### src/rtl/fetch_pipe_if.sv
// Bus between the fetch stage and its neighbours: hazard/branch controls in,
// instruction memory word in, fetch PC and IF/ID pipeline register contents out.
interface fetch_pipe_if;
   // stop freezes PC and IF/ID for as many cycles as it is held; br_taken is
   // only honoured in a cycle where stop is low.
   logic        stop;
   logic        br_taken;
   logic [31:0] br_target;
   logic [31:0] instr_IF;
   logic [31:0] pc_IF;
   logic [31:0] ins_ID;
   logic [31:0] pc4_ID;
   logic [31:0] pc8_ID;
   logic [31:0] stall_cnt;

   modport master (
      output stop, br_taken, br_target, instr_IF,
      input  pc_IF, ins_ID, pc4_ID, pc8_ID, stall_cnt
   );

   modport slave (
      input  stop, br_taken, br_target, instr_IF,
      output pc_IF, ins_ID, pc4_ID, pc8_ID, stall_cnt
   );
endinterface

### src/rtl/fetch_pipe.sv
// Instruction fetch stage: PC register, IF/ID pipeline register and a stall
// counter. Branches redirect the PC without flushing the delay slot.
module fetch_pipe #(
   parameter logic [31:0] RESET_PC = 32'h0000_3000
) (
   input  logic         clk,
   input  logic         reset,
   fetch_pipe_if.slave  bus
);

   logic [31:0] pc_q,    pc_d;
   logic [31:0] ins_q,   ins_d;
   logic [31:0] pc4_q,   pc4_d;
   logic [31:0] stall_q, stall_d;
   logic [31:0] pc_plus4;

   assign pc_plus4 = pc_q + 32'd4;

   always_comb begin
      pc_d    = pc_q;
      ins_d   = ins_q;
      pc4_d   = pc4_q;
      stall_d = stall_q;
      if (bus.stop) begin
         stall_d = stall_q + 32'd1;
      end else begin
         // The word fetched in the redirect cycle is the delay slot and still
         // moves into ID.
         ins_d = bus.instr_IF;
         pc4_d = pc_plus4;
         if (bus.br_taken) begin
            pc_d = {bus.br_target[31:2], 2'b00};
         end else begin
            pc_d = pc_plus4;
         end
      end
   end

   always_ff @(posedge clk) begin
      if (reset) begin
         pc_q    <= RESET_PC;
         ins_q   <= 32'd0;
         pc4_q   <= 32'd0;
         stall_q <= 32'd0;
      end else begin
         pc_q    <= pc_d;
         ins_q   <= ins_d;
         pc4_q   <= pc4_d;
         stall_q <= stall_d;
      end
   end

   assign bus.pc_IF     = pc_q;
   assign bus.ins_ID    = ins_q;
   assign bus.pc4_ID    = pc4_q;
   assign bus.pc8_ID    = pc4_q + 32'd4;
   assign bus.stall_cnt = stall_q;

endmodule

### src/flat_wrapper.sv
// flat-port wrapper written by rule: the top's interface ports become plain ports
module fetch_pipe_flat 
#(
   parameter logic [31:0] RESET_PC = 32'h0000_3000
)
  (clk, reset, bus_stop, bus_br_taken, bus_br_target, bus_instr_IF, bus_pc_IF, bus_ins_ID, bus_pc4_ID, bus_pc8_ID, bus_stall_cnt);
  fetch_pipe_if bus_i ();
  input  logic clk;
  input  logic reset;
  input wire logic [$bits(bus_i.stop)-1:0] bus_stop;
  input wire logic [$bits(bus_i.br_taken)-1:0] bus_br_taken;
  input wire logic [$bits(bus_i.br_target)-1:0] bus_br_target;
  input wire logic [$bits(bus_i.instr_IF)-1:0] bus_instr_IF;
  output wire logic [$bits(bus_i.pc_IF)-1:0] bus_pc_IF;
  output wire logic [$bits(bus_i.ins_ID)-1:0] bus_ins_ID;
  output wire logic [$bits(bus_i.pc4_ID)-1:0] bus_pc4_ID;
  output wire logic [$bits(bus_i.pc8_ID)-1:0] bus_pc8_ID;
  output wire logic [$bits(bus_i.stall_cnt)-1:0] bus_stall_cnt;
  assign bus_i.stop = bus_stop;
  assign bus_i.br_taken = bus_br_taken;
  assign bus_i.br_target = bus_br_target;
  assign bus_i.instr_IF = bus_instr_IF;
  assign bus_pc_IF = bus_i.pc_IF;
  assign bus_ins_ID = bus_i.ins_ID;
  assign bus_pc4_ID = bus_i.pc4_ID;
  assign bus_pc8_ID = bus_i.pc8_ID;
  assign bus_stall_cnt = bus_i.stall_cnt;
  fetch_pipe #(.RESET_PC(RESET_PC)) u_core (.clk(clk), .reset(reset), .bus(bus_i));
endmodule
### config.mk
export PLATFORM = sky130hd
export DESIGN_NAME = fetch_pipe_flat
export DESIGN_NICKNAME = d
export VERILOG_FILES = /design/src/rtl/fetch_pipe_if.sv /design/src/rtl/fetch_pipe.sv /design/src/flat_wrapper.sv
export SDC_FILE = /design/constraint.sdc
export NUM_CORES = 1
export LEC_CHECK = 0
export CAP_MARGIN = 30
export CORE_MARGIN = 1.5
export CORE_UTILIZATION = 46
export CTS_CLUSTER_DIAMETER = 150
export DETAILED_ROUTE_END_ITERATION = 8
export PLACE_DENSITY = 0.79
export RECOVER_POWER = 50
export REMOVE_ABC_BUFFERS = 1
export SLEW_MARGIN = 15
export SYNTH_ARGS = -nofsm -noshare
export SYNTH_HDL_FRONTEND = slang
export SYNTH_SLANG_ARGS = --single-unit
### constraint.sdc
create_clock -name clk -period 3.15 [get_ports clk]
set_clock_uncertainty 0.15 [all_clocks]
set_input_delay 0.63 -clock clk [delete_from_list [all_inputs] [get_ports clk]]
set_output_delay 0.63 -clock clk [all_outputs]
set_load 0.02 [all_outputs]
==> out/metrics.csv <==
stage,metric,value,unit
clock_tree,post-CTS resize count,17,
clock_tree,H-tree Lvls,4,
pwr,net load switching power,0.00108,W
clock_tree,Worst-path clk slew,0.05,ns
global_route,GRT Residual Overflow,0,
die,io pins,228,
sta,total negative slack,0,ns
die,Die H,121,µm
pwr,clock share of power,0.450,
flow_run,Max Cap Violations,0,
clock_tree,CTS Root Cell,clkbuf_16,
logic_synthesis,cell taking the most area after synthesis,dfxtp_1,
final_layout,Layout area overhead,44.9,%
sta,Hold Slack,0.339,ns
routing,Pre-Repair DR Iteration Count,5,
worst_setup_path,R2R setup slack,0.70,ns
sta,worst-margin pin slew,1.43,ns
logic_synthesis,ys async rst share,0,
worst_setup_path,crit path DAT,2.27,ns
place,port buffer count,219,
clock_tree,TritonCTS buffer count,17,
worst_setup_path,nature of the critical path startpoint,register,
worst_setup_path,reg2reg end,u_core.bus.pc4_ID[28],
final_layout,ratio of cells with drive above 1 in the final layout,0.0731,
routing,DRC,0,
logic_synthesis,Cell variety after synth,60,
die,Initial Utilization,0.477,
worst_setup_path,Worst Setup EP,bus_pc8_ID[19],
final_layout,Util after Layout,0.692,
clock_tree,Post-CTS Repair Setup Buffers,0,
pwr,VDD IR max,339,µV
clock_tree,CTS tree,done,
logic_synthesis,Mapped Area,6420,µm²
final_layout,register area,2480,µm²
sta,Relative slew margins,0.0444,
worst_setup_path,crit-path max FO,6,
sta,fin crit share,0.968,
logic_synthesis,Syn Inst Count,781,
die,Die Area,14700,µm²
routing,DRT Wirelength,18.0,mm
routing,DR iter-0 viols,455,
global_route,GRT Overall Usage,0.245,
worst_setup_path,worst flop-to-flop path startpoint,u_core.bus.pc_IF[5],
logic_synthesis,"EDFF count, synth",0,
place,HPWL after detailed placement,12.6,mm
final_layout,Layout Nets,1056,
clock_tree,Longest Clk Path Bufs,2,
logic_synthesis,Seq cells post-synth,124,
global_route,via count of the first global-routing pass,5922,
sta,final setup violation count,0,
global_route,first-pass GRT wire length,28.8,mm
logic_synthesis,"Primary FF master, synth",dfxtp_1,
clock_tree,CTS Sinks,124,
logic_synthesis,Yosys top cell area share,0.387,
routing,Avg WL per Cell,15.3,µm
pwr,Logic pwr share,0.150,
pwr,power density over the cells,462,nW/µm²
sta,endpoints failing hold,0,
pwr,Flop pwr share,0.401,
logic_synthesis,Synth Area per Inst,8.22,µm²
logic_synthesis,largest cells by area after synthesis,"dfxtp_1, nor2_1, xnor2_1",
logic_synthesis,YS warnings,0,
routing,vias post-DR,6311,
clock_tree,latest clock arrival within the worst-skew pair,0.41,ns
sta,Peak Freq,328,MHz
routing,antenna-violating nets left,0,
pwr,Leak,3.60,nW
pwr,Net Sw Frac,0.251,
worst_setup_path,CP Capture Type,output pin,
die,core area,13500,µm²
worst_hold_path,min-delay src,u_core.bus.ins_ID[30],
worst_setup_path,critical path class,register to output pin,
die,# rows,42,
place,Post-Place Cell Area,8730,µm²
global_route,largest net degree at the start of global routing,65,
logic_synthesis,sequential share of the synthesized area,0.387,
final_layout,fin area,9300,µm²
outcome,outcome,"complete, no violations",
sta,Final Max Tran Viols,0,
worst_setup_path,WP data required,2.37,ns
final_layout,n_diodes,0,
clock_tree,post-cts hold buffer count,0,
worst_hold_path,HP Class,register to register,
pwr,post-route total power,0.00430,W
worst_setup_path,crit path launch,u_core.bus.pc4_ID[5],
sta,min cycle time layout,3.05,ns
worst_setup_path,reg2reg path depth,6,
pwr,Pint,0.00322,W
final_layout,area of the multi-input gates,3640,µm²
die,die width,121,µm
place,RePlAce Congestion,0.903,
global_route,initial antenna violation count,0,
routing,Via density,5.38,
final_layout,fill count,1112,
-- cell type report --
| cell class | instances | area share |
|---|---|---|
| sequential | 124 | 0.267 |
| clock buffer | 26 | 0.0547 |
| multi-input combinational | 585 | 0.391 |
| timing repair buffer | 238 | 0.247 |
| tap | 176 | 0.0237 |
| inverter | 19 | 0.00767 |
| clock inverter | 6 | 0.00888 |
-- state kept, by name, indices dropped and copies added, names as in the netlist --
signal	cells
u_core.bus.pc4_ID	30
u_core.bus.ins_ID	32
u_core.bus.pc_IF	30
u_core.bus.stall_cnt	32
-- cells by family after synthesis --
kind of cell    count (synthesis)  synth area share
buf+inv                        77            0.0510
simple gates                  334             0.257
flops                         124             0.387
mux                            44            0.0694
fa+ha+maj                       3           0.00585
compound gates                120             0.124
other cells                     1          0.000584
xor+xnor                       78             0.106
-- metrics by stage --
step	cells	worst slack (ns)
after CTS	1174	0.00365
final	1174	0.100
after detailed placement	1142	0.190
after global placement	1142	0.218
after global routing	1174	-0.0273
after floorplan	728	0.461
-- cell usage in the layout, fill, tap and decap left out, drive strengths merged, types with 4 or more instances in the layout --
cell type | Yosys | final
a22oi | 13 | 13
o21ai | 11 | 11
or3 | 6 | 6
clkbuf | 34 | 33
dlygate4sd3 | 0 | 41
nor4 | 10 | 10
a21oi | 40 | 40
a21o | 4 | 4
mux2i | 40 | 40
nand2 | 54 | 54
dlygate4sd2 | 0 | 14
nand4 | 27 | 27
xnor2 | 53 | 53
or4 | 4 | 4
mux2 | 4 | 4
conb | 1 | 6
nand3 | 34 | 34
buf | 24 | 16
nor2b | 8 | 8
inv | 18 | 18
and4 | 11 | 11
a31oi | 5 | 5
clkdlybuf4s50 | 0 | 156
o21a | 4 | 4
nand2b | 5 | 5
o32ai | 5 | 5
dlymetal6s2s | 0 | 4
a211oi | 19 | 19
nor3 | 17 | 17
dfxtp | 124 | 124
nor2 | 137 | 137
xor2 | 25 | 25
clkinv | 1 | 4
and3 | 9 | 9
-- Yosys cell counts (8+ instances only) --
master	count
inv_1	18
buf_1	8
o21ai_0	11
xor2_1	25
and3_1	9
nand4_1	26
a211oi_1	18
dfxtp_1	124
a21oi_1	40
nand2_1	53
buf_2	9
a22oi_1	13
clkbuf_1	33
nor2_1	137
nor3_1	17
mux2i_1	40
and4_1	9
nand3_1	34
nor2b_1	8
xnor2_1	53
-- metal layers --
layer | wire length, µm | up-vias | track usage
li1 | - | 3129 | -
met2 | 8650 | 244 | 0.420
met5 | 0 | - | 0
met1 | 7650 | 2912 | 0.295
met4 | 289 | 0 | 0.0860
met3 | 1370 | 26 | 0.0672
-- power groups by stage --
| stage | registers (W) | clock network [W] | logic (W) |
|---|---|---|---|
| floorplan | 0.00183 | 0 | 0.000210 |
| global placement | 0.00175 | 0 | 0.000654 |
| detailed placement | 0.00175 | 0 | 0.000661 |
| CTS | 0.00172 | 0.00196 | 0.000656 |
| global route | 0.00173 | 0.00204 | 0.000691 |
| finish | 0.00172 | 0.00193 | 0.000643 |
-- worst max-delay path: stages, from the launching register on --
cell and delay, ns:
dfxtp_1 0.41, and3_1 0.23, and4_2 0.33, nand2_1 0.12
xnor2_1 0.15, clkdlybuf4s50_1 0.61
-- worst min path at each step --
stage	end	slack, ns	cells after the start
after floorplan	u_core.bus.pc4_ID[11]	0.41	2
after global placement	u_core.bus.ins_ID[17]	0.32	2
after detailed placement	u_core.bus.ins_ID[15]	0.34	2
after CTS	u_core.bus.ins_ID[15]	0.35	2
after global routing	u_core.bus.ins_ID[27]	0.37	2
final	u_core.bus.ins_ID[30]	0.34	2
(Power assumes the default switching activity.)
